$ cat src/rtl/instr_encoder_if.sv
// Symbolic-instruction input channel and encoded-word output channel of instr_encoder.
interface instr_encoder_if #(
  parameter int unsigned ADDR_W = 10
);
  logic              in_valid;
  logic              in_ready;
  logic [5:0]        in_op;
  logic [4:0]        in_rd;
  logic [4:0]        in_rs1;
  logic [4:0]        in_rs2;
  logic [31:0]       in_imm;
  logic              in_last;
  logic              out_valid;
  logic              out_ready;
  logic [31:0]       out_instr;
  logic [ADDR_W-1:0] out_addr;

  modport master (
    output in_valid, in_op, in_rd, in_rs1, in_rs2, in_imm, in_last, out_ready,
    input  in_ready, out_valid, out_instr, out_addr
  );

  modport slave (
    input  in_valid, in_op, in_rd, in_rs1, in_rs2, in_imm, in_last, out_ready,
    output in_ready, out_valid, out_instr, out_addr
  );
endinterface

$ cat src/rtl/instr_encoder.sv
// RV32IM instruction encoder: packs symbolic instructions into 32-bit words
// with sequential word addresses behind a single-entry output register.
module instr_encoder #(
  parameter int unsigned ADDR_W    = 10,
  parameter int unsigned BASE_ADDR = 0
) (
  input  logic              clk,
  input  logic              rst,
  input  logic              start,
  instr_encoder_if.slave    bus,
  output logic              done,
  output logic              err,
  output logic [1:0]        err_code,
  output logic [ADDR_W-1:0] err_addr
);

  localparam logic [6:0]  OP_LUI    = 7'b0110111;
  localparam logic [6:0]  OP_AUIPC  = 7'b0010111;
  localparam logic [6:0]  OP_JAL    = 7'b1101111;
  localparam logic [6:0]  OP_JALR   = 7'b1100111;
  localparam logic [6:0]  OP_BRANCH = 7'b1100011;
  localparam logic [6:0]  OP_LOAD   = 7'b0000011;
  localparam logic [6:0]  OP_STORE  = 7'b0100011;
  localparam logic [6:0]  OP_IMM    = 7'b0010011;
  localparam logic [6:0]  OP_REG    = 7'b0110011;
  localparam logic [6:0]  F7_ALT    = 7'b0100000;
  localparam logic [6:0]  F7_MUL    = 7'b0000001;
  localparam logic [31:0] NOP       = 32'h0000_0013;

  typedef enum logic [1:0] {IDLE, RUN, DRAIN, FIN} state_t;

  state_t            state, state_nxt;
  logic [ADDR_W-1:0] cnt;
  logic              in_ready_c, in_hs, out_hs, start_acc, wrap_c;
  logic [5:0]        op, sub;
  logic [31:0]       imm, enc_c;
  logic [4:0]        rd, rs1, rs2;
  logic [2:0]        f3;
  logic [6:0]        f7;
  logic              i_ok, b_ok, j_ok, bad_imm, bad_op;

  assign op  = bus.in_op;
  assign imm = bus.in_imm;
  assign rd  = bus.in_rd;
  assign rs1 = bus.in_rs1;
  assign rs2 = bus.in_rs2;

  // Signed range checks reduce to "upper bits are a pure sign extension".
  assign i_ok = (&imm[31:11]) | ~(|imm[31:11]);
  assign b_ok = ((&imm[31:12]) | ~(|imm[31:12])) & ~imm[0];
  assign j_ok = ((&imm[31:20]) | ~(|imm[31:20])) & ~imm[0];

  assign in_ready_c   = (state == RUN) & (~bus.out_valid | bus.out_ready);
  assign bus.in_ready = in_ready_c;
  assign in_hs        = bus.in_valid & in_ready_c;
  assign out_hs       = bus.out_valid & bus.out_ready;
  assign start_acc    = (state == IDLE) & start;
  assign wrap_c       = ~bus.in_last & (cnt == {ADDR_W{1'b1}});

  // Op index -> format, funct3/funct7 and immediate scrambling.
  always_comb begin
    sub     = '0;
    f3      = '0;
    f7      = '0;
    enc_c   = '0;
    bad_imm = 1'b0;
    bad_op  = 1'b0;
    if (op <= 6'd1) begin
      enc_c   = {imm[31:12], rd, (op == 6'd0) ? OP_LUI : OP_AUIPC};
      bad_imm = |imm[11:0];
    end else if (op == 6'd2) begin
      enc_c   = {imm[20], imm[10:1], imm[11], imm[19:12], rd, OP_JAL};
      bad_imm = ~j_ok;
    end else if (op == 6'd3) begin
      enc_c   = {imm[11:0], rs1, 3'b000, rd, OP_JALR};
      bad_imm = ~i_ok;
    end else if (op <= 6'd9) begin
      sub     = op - 6'd4;
      f3      = 3'((sub < 6'd2) ? sub : sub + 6'd2);
      enc_c   = {imm[12], imm[10:5], rs2, rs1, f3, imm[4:1], imm[11], OP_BRANCH};
      bad_imm = ~b_ok;
    end else if (op <= 6'd14) begin
      sub     = op - 6'd10;
      f3      = 3'((sub < 6'd3) ? sub : sub + 6'd1);
      enc_c   = {imm[11:0], rs1, f3, rd, OP_LOAD};
      bad_imm = ~i_ok;
    end else if (op <= 6'd17) begin
      sub     = op - 6'd15;
      f3      = 3'(sub);
      enc_c   = {imm[11:5], rs2, rs1, f3, imm[4:0], OP_STORE};
      bad_imm = ~i_ok;
    end else if (op <= 6'd23) begin
      sub     = op - 6'd18;
      f3      = 3'((sub == 6'd0) ? sub : (sub <= 6'd3) ? sub + 6'd1 : sub + 6'd2);
      enc_c   = {imm[11:0], rs1, f3, rd, OP_IMM};
      bad_imm = ~i_ok;
    end else if (op <= 6'd26) begin
      f3      = (op == 6'd24) ? 3'b001 : 3'b101;
      f7      = (op == 6'd26) ? F7_ALT : 7'd0;
      enc_c   = {f7, imm[4:0], rs1, f3, rd, OP_IMM};
      bad_imm = |imm[31:5];
    end else if (op <= 6'd36) begin
      sub     = op - 6'd27;
      f3      = 3'((sub <= 6'd1) ? 6'd0 : (sub <= 6'd6) ? sub - 6'd1 : sub - 6'd2);
      f7      = (op == 6'd28 || op == 6'd34) ? F7_ALT : 7'd0;
      enc_c   = {f7, rs2, rs1, f3, rd, OP_REG};
    end else if (op <= 6'd44) begin
      sub     = op - 6'd37;
      f3      = 3'(sub);
      enc_c   = {F7_MUL, rs2, rs1, f3, rd, OP_REG};
    end else begin
      bad_op  = 1'b1;
    end
    if (bad_op | bad_imm) enc_c = NOP;
  end

  always_ff @(posedge clk) begin
    if (rst) state <= IDLE;
    else     state <= state_nxt;
  end

  always_comb begin
    state_nxt = state;
    unique case (state)
      IDLE:    if (start_acc)             state_nxt = RUN;
      RUN:     if (in_hs && bus.in_last)  state_nxt = DRAIN;
      DRAIN:   if (out_hs)                state_nxt = FIN;
      FIN:                                state_nxt = IDLE;
      default:                            state_nxt = IDLE;
    endcase
  end

  // Output register, address counter and sticky first-error capture.
  always_ff @(posedge clk) begin
    if (rst) begin
      bus.out_valid <= 1'b0;
      bus.out_instr <= '0;
      bus.out_addr  <= '0;
      cnt           <= ADDR_W'(BASE_ADDR);
      done          <= 1'b0;
      err           <= 1'b0;
      err_code      <= '0;
      err_addr      <= '0;
    end else begin
      done <= (state_nxt == FIN);
      if (start_acc) begin
        cnt      <= ADDR_W'(BASE_ADDR);
        err      <= 1'b0;
        err_code <= '0;
        err_addr <= '0;
      end
      if (in_hs) begin
        bus.out_valid <= 1'b1;
        bus.out_instr <= enc_c;
        bus.out_addr  <= cnt;
        cnt           <= cnt + ADDR_W'(1);
      end else if (out_hs) begin
        bus.out_valid <= 1'b0;
      end
      if (in_hs && (bad_op || bad_imm || wrap_c)) begin
        err <= 1'b1;
        if (!err) begin
          err_code <= bad_op ? 2'd2 : bad_imm ? 2'd1 : 2'd3;
          err_addr <= cnt;
        end
      end
    end
  end

endmodule

$ cat src/flat_wrapper.sv
// flat-port wrapper written by rule: the top's interface ports become plain ports
module instr_encoder_flat 
#(
  parameter int unsigned ADDR_W    = 10,
  parameter int unsigned BASE_ADDR = 0
)
  (clk, rst, start, done, err, err_code, err_addr, bus_in_valid, bus_in_op, bus_in_rd, bus_in_rs1, bus_in_rs2, bus_in_imm, bus_in_last, bus_out_ready, bus_in_ready, bus_out_valid, bus_out_instr, bus_out_addr);
  instr_encoder_if #(.ADDR_W(ADDR_W)) bus_i ();
  input  logic clk;
  input  logic rst;
  input  logic start;
  output logic done;
  output logic err;
  output logic [1:0] err_code;
  output logic [ADDR_W-1:0] err_addr;
  input wire logic [$bits(bus_i.in_valid)-1:0] bus_in_valid;
  input wire logic [$bits(bus_i.in_op)-1:0] bus_in_op;
  input wire logic [$bits(bus_i.in_rd)-1:0] bus_in_rd;
  input wire logic [$bits(bus_i.in_rs1)-1:0] bus_in_rs1;
  input wire logic [$bits(bus_i.in_rs2)-1:0] bus_in_rs2;
  input wire logic [$bits(bus_i.in_imm)-1:0] bus_in_imm;
  input wire logic [$bits(bus_i.in_last)-1:0] bus_in_last;
  input wire logic [$bits(bus_i.out_ready)-1:0] bus_out_ready;
  output wire logic [$bits(bus_i.in_ready)-1:0] bus_in_ready;
  output wire logic [$bits(bus_i.out_valid)-1:0] bus_out_valid;
  output wire logic [$bits(bus_i.out_instr)-1:0] bus_out_instr;
  output wire logic [$bits(bus_i.out_addr)-1:0] bus_out_addr;
  assign bus_i.in_valid = bus_in_valid;
  assign bus_i.in_op = bus_in_op;
  assign bus_i.in_rd = bus_in_rd;
  assign bus_i.in_rs1 = bus_in_rs1;
  assign bus_i.in_rs2 = bus_in_rs2;
  assign bus_i.in_imm = bus_in_imm;
  assign bus_i.in_last = bus_in_last;
  assign bus_i.out_ready = bus_out_ready;
  assign bus_in_ready = bus_i.in_ready;
  assign bus_out_valid = bus_i.out_valid;
  assign bus_out_instr = bus_i.out_instr;
  assign bus_out_addr = bus_i.out_addr;
  instr_encoder #(.ADDR_W(ADDR_W), .BASE_ADDR(BASE_ADDR)) u_core (.clk(clk), .rst(rst), .start(start), .bus(bus_i), .done(done), .err(err), .err_code(err_code), .err_addr(err_addr));
endmodule
$ cat config.mk
export PLATFORM = sky130hd
export DESIGN_NAME = instr_encoder_flat
export DESIGN_NICKNAME = d
export VERILOG_FILES = /design/src/rtl/instr_encoder_if.sv /design/src/rtl/instr_encoder.sv /design/src/flat_wrapper.sv
export SDC_FILE = /design/constraint.sdc
export NUM_CORES = 1
export LEC_CHECK = 0
export ABC_AREA = 0
export BUFFER_PORTS_ARGS = -buffer_cell sky130_fd_sc_hd__buf_2
export CAP_MARGIN = 40
export CORE_MARGIN = 1.5
export CORE_UTILIZATION = 53
export DETAILED_ROUTE_END_ITERATION = 16
export GPL_TIMING_DRIVEN = 1
export PLACE_DENSITY = 0.86
export SETUP_SLACK_MARGIN = 0.4
export SLEW_MARGIN = 20
export SYNTH_ARGS = -nofsm -noshare
export SYNTH_HDL_FRONTEND = slang
export SYNTH_SLANG_ARGS = --single-unit
$ cat constraint.sdc
create_clock -name clk -period 3.4 [get_ports clk]
set_input_delay 0.51 -clock clk [delete_from_list [all_inputs] [get_ports clk]]
set_output_delay 0.51 -clock clk [all_outputs]
set_load 0.01 [all_outputs]
======== After elaboration in Yosys (flattened, before gate mapping) ========
Cells that the tools add are included.
storage, ports and cells
  bits in registers ....................... 69
  input bits .............................. 59
  output and inout bits ................... 58
operators by class
  add/subtract/negate cells ............... 13
  order comparisons ....................... 13
  equal/unequal tests ..................... 11
  muxes and demuxes ....................... 57
  bitwise gates (word level) .............. 21
  reduce and logical (&&, ||, !) cells .... 19
operator list
  operator                                                        count
  two-way mux 32 bit                                              10
  two-way mux 10 bit                                              5
  OR reduction 27 bit                                             1
  two-way mux 26 bit                                              1
  OR reduction 12 bit                                             2
  two-way mux 1 bit                                               22
  two-way mux 3 bit                                               7
  AND reduction 21 bit                                            1
  OR reduction 21 bit                                             1
  AND reduction 20 bit                                            1
  OR reduction 20 bit                                             1
  == test 6 x 5 -> 1 bit, second input constant                   3
  less-or-equal comparator 6 x 5 -> 1 bit, second input constant  3
  two-way mux 6 bit                                               3
  two-way mux 2 bit                                               8
  == test 6 x 2 -> 1 bit, second input constant                   2
  less-or-equal comparator 6 x 1 -> 1 bit, second input constant  2
  less-or-equal comparator 6 x 4 -> 1 bit, second input constant  2
  less-or-equal comparator 6 bit, second input constant           2
  logical NOT 6 bit                                               2
  less-than comparator 6 x 2 -> 1 bit, second input constant      2
  AND reduction 12 bit                                            1
  subtractor 6 x 5 -> 6 bit, second input constant                2
  adder 10 x 1 -> 10 bit, second input constant                   1
  21 further kinds                                                49

======== Logic depth before layout (Yosys ltp) ========
  depth after elaboration ................. 15
  depth in mapped cells ................... 11

======== Worst setup path after synthesis ========
OpenSTA, ideal clock, no wires.
  kind .................................... input to register
  start point ............................. in bus_in_op[0]
  end point ............................... reg u_core.bus.out_instr[28]
  arrival ................................. 2.776 ns
  required time ........................... 3.316 ns
  path slack .............................. 0.540 ns
  stages on the path ...................... 11
  path buffers ............................ 2
  cells stage by stage .................... clkbuf_1 -> inv_1 -> ha_1 -> inv_1 -> nor2_1 -> or4_1 -> o2111ai_2 -> nor3_4 -> nand3b_4 -> buf_6 -> o31ai_2
between the ends
  word-level cells in the longest chain between the ends .. 13
  elaborated cells on any way between the ends .. 39
  those cells by class .................... order compare (8); eq/ne (2); mux (28); bitwise (1)
RTL lines
  element                         RTL line                RTL
  start, declared                 flat_wrapper.sv:17      input wire logic [$bits(bus_i.in_op)-1:0] bus_in_op;
  less-or-equal comparator 6 bit  instr_encoder.sv:107    end else if (op <= 6'd44) begin
  two-way mux 1 bit               instr_encoder.sv:107
  two-way mux 1 bit               instr_encoder.sv:102    end else if (op <= 6'd36) begin
  two-way mux 1 bit               instr_encoder.sv:97     end else if (op <= 6'd26) begin
  two-way mux 1 bit               instr_encoder.sv:92     end else if (op <= 6'd23) begin
  two-way mux 1 bit               instr_encoder.sv:87     end else if (op <= 6'd17) begin
  two-way mux 1 bit               instr_encoder.sv:82     end else if (op <= 6'd14) begin
  two-way mux 1 bit               instr_encoder.sv:77     end else if (op <= 6'd9) begin
  two-way mux 1 bit               instr_encoder.sv:74     end else if (op == 6'd3) begin
  two-way mux 1 bit               instr_encoder.sv:71     end else if (op == 6'd2) begin
  two-way mux 1 bit               instr_encoder.sv:68     if (op <= 6'd1) begin
  OR 1 bit                        instr_encoder.sv:114    if (bad_op | bad_imm) enc_c = NOP;
  two-way mux 32 bit *            instr_encoder.sv:114
  end signal, assigned            instr_encoder.sv:154    bus.out_instr <= enc_c;
  end, declared                   instr_encoder_if.sv:25  output in_ready, out_valid, out_instr, out_addr
Mark *: on every way between the ends. The rest lies on a longest branch, timed or not.
A chain may end at the register's enable or synchronous reset.

======== Final worst setup path ========
  start point ............................. in bus_in_op[0]
  end point ............................... reg u_core.bus.out_instr[27]
Same word-level chain as after synthesis.

==> reports/metrics.cfg <==
[outcome]
status=finished, final reports clean

[cts]
clk_path_buf_depth=2
cts_buffers=9
clock_sinks=68
post-cts-setup-buffers=0
root_buffer=clkbuf_8
tritoncts=built
clock_latency_ns=0.35
ctsHoldBuffers=0
cts.htree.levels=3
clk_pin_slew_ns=0.08

[yosys]
synth_top_area_share_pct=33.1
syn_avg_cell_area_sq_um=7.74
ys.flop_type=dfxtp_1
syn_area_sq_mm=0.00412
yosys_warnings=0
ys_seq_elements=68
ys_seq_area_share_pct=33.1
async_flop_share_pct=0
synth.distinct_cells=73
ys_top_cells_by_area=dfxtp_1 33%, nand2_1 6.9%, a21oi_1 6.3%
synth_edf_count=0
synth.net_count=602
postSynthCellCount=532
synth_top_cell_by_area=dfxtp_1

[critical_path]
arrival_ns=3.10
reg2reg_from=u_core.state[0]
path_class=input port to register
crit_slowest_cell=or4_1
reg2reg_slack_ns=0.98
cp_max_fo=27
critPathMaxStageDelay_ns=0.49
end_kind=register
start_kind=input port
cp_data_required_time_ns=3.65
ff2ff_path_depth=7
r2r_end=u_core.err_addr[9]
critical_path.cell_chain=buf_2, inv_1, ha_1, o21ba_4, o21ai_4, or4_1, o2111ai_2, nor3_4, nand3b_4, o31ai_1

[floorplanning]
dieArea_sq_mm=0.00830
io_pins=117
die_height_um=91.1
core_region_area_sq_mm=0.00737
initial_utilization_pct=55.9
rows=31
die_x_um=91.1

[route]
ant_nets=0
vias=4688
viasPerCell=6.28
drt_iter0_drc=461
routed_wl_um=12800
routedWlPerCell_um=17.2
drt_first_pass_iters=6
drc=0

[placed_design]
place_congestion=1.03
dp_hpwl_um=9550
io_buffers=116
place_area_sq_mm=0.00479

[final_layout]
fin_area_sq_mm=0.00499
nets=712
layout-drive-gt1-share_pct=26.1
final_cell_mix=116 x buf_2, 76 x nand2_1, 68 x dfxtp_1
antenna_cells=0
n_fill_cell=636
final_common_cell=buf_2
syn2layout_area_growth_pct=21.3

[power]
combPwrFrac_pct=19.1
clkPwrFrac_pct=37.1
p_int_mw=1.29
p_leak_nw=2.06
p_per_area_mw_per_mm2=373
p_sw_share_pct=31.1
seqPwrFrac_pct=43.9
ir_worst_vdd_v=0.000186
p_sw_mw=0.580
total_power_mw=1.87

[min_path]
hold_depth=3
hold_class=input port to register
hold_end=u_core.bus.out_instr[17]
hold_start=bus_in_rs1[2]

[sta]
post-route-min-period_ns=2.85
timing.setup.tns_ns=0
fin_skew_ns=0.0166
timing.final.crit_share_pct=83.9
rsz0062_at_grt=true
hold_viol=0
max_freq_mhz=350
relSlewSlack_pct=52.8
finalMaxSlewViolations=0
finalSetupViolCount=0
tightest_slew_ns=0.707

[global_routing]
grt_pass1_wl_um=20800
grt_use_total_pct=30.6
overflow=0
grt_max_degree=42
antenna_found_initial=0
grt_pass1_vias=4373

[job]
drv_cap=0

## synthesized netlist by cell type, types with 4 or more instances
cell	instances
a211oi_1	4
a21oi_1	52
a22oi_1	7
a32oi_1	4
and3_1	5
buf_2	8
clkbuf_1	16
dfxtp_1	68
ha_1	11
inv_1	9
mux2i_1	10
nand2_1	76
nand2b_1	9
nand3_1	15
nand4_1	22
nor2_1	48
nor2b_1	4
nor3_1	12
nor4_1	5
o211ai_1	17
o21a_1	6
o21ai_0	16
o21ai_1	16
o31ai_1	9
or3_1	5
or4_1	5
## power groups by stage
stage | Sequential [mW] | Clock (mW) | Combinational (mW)
floorplan | 0.840 | 0 | 0.216
global route | 0.819 | 0.735 | 0.385
detailed placement | 0.836 | 0 | 0.344
global placement | 0.836 | 0 | 0.336
CTS | 0.818 | 0.697 | 0.346
finish | 0.818 | 0.692 | 0.356
## final cells by class
| type | count | area, sq um | area share [%] |
|---|---|---|---|
| Multi-Input combinational cell | 423 | 2580 | 51.7 |
| Sequential cell | 68 | 1360 | 27.3 |
| Timing Repair Buffer | 130 | 686 | 13.7 |
| Clock buffer | 9 | 124 | 2.48 |
| Tap cell | 99 | 124 | 2.48 |
| Clock inverter | 7 | 80.1 | 1.60 |
| Inverter | 10 | 37.5 | 0.752 |
## worst max path at each step
stage                            start                       end  slack [ns]  cells after the start
after floorplan           bus_in_op[0]  u_core.bus.out_instr[28]        0.54                     11
after global placement    bus_in_op[0]  u_core.bus.out_instr[12]        0.32                     10
after detailed placement  bus_in_op[0]  u_core.bus.out_instr[12]        0.21                     10
after CTS                 bus_in_op[0]  u_core.bus.out_instr[12]        0.56                     10
after global routing      bus_in_op[0]  u_core.bus.out_instr[24]        0.39                     10
final                     bus_in_op[0]  u_core.bus.out_instr[27]        0.55                     10
## layer usage
layer	up-vias	share of wire (%)	track usage [%]
li1	2193	-	-
met1	2153	40	39.6
met2	301	46	49.8
met3	41	10	5.70
met4	0	3.2	12.4
met5	-	0	0
## logic make-up (layout without fill, tap and decap cells)
family / Yosys count / after routing / synth area share (%)
AND/OR/NAND/NOR: 223 / 223 / 27.0
adder cells (fa/ha/maj): 11 / 11 / 3.34
XOR/XNOR: 4 / 4 / 0.851
buffers and inverters: 41 / 156 / 4.38
AO/OA/AOI/OAI: 172 / 172 / 28.1
multiplexers: 13 / 13 / 3.25
flip-flops: 68 / 68 / 33.1
## flip-flops by register name, indices dropped and copies added, names as in the netlist
| register | cells |
|---|---|
| u_core.err_addr | 10 |
| u_core.bus.out_valid | 1 |
| u_core.err_code | 2 |
| u_core.bus.out_addr | 10 |
| u_core.cnt | 10 |
| u_core.err | 1 |
| u_core.state | 2 |
| u_core.bus.out_instr | 31 |
| u_core.done | 1 |
## metrics by stage
| step | setup slack (ns) | hold WS (ns) | util [%] | std cells |
|---|---|---|---|---|
| after floorplan | 0.540 | 0.467 | - | 532 |
| after global placement | 0.321 | 0.432 | 64.9 | 730 |
| after detailed placement | 0.208 | 0.442 | 64.9 | 730 |
| after CTS | 0.562 | 0.424 | 67.7 | 746 |
| after global routing | 0.392 | 0.434 | 67.8 | 746 |
| final | 0.547 | 0.435 | 67.8 | 746 |
## what timing repair did
item                                   CTS  global route
setup endpoints to repair                0            27
endpoints found under the hold margin    0             0
resized for setup                        0             1
## critical path, delay by kind of cell
kind / cells / cell delay [ns]
AO/OA/AOI/OAI: 4 / 0.89
adder cells (fa/ha/maj): 1 / 0.30
buffers and inverters: 2 / 0.36
AND/OR/NAND/NOR: 3 / 1.03
(Power assumes the default switching activity.)
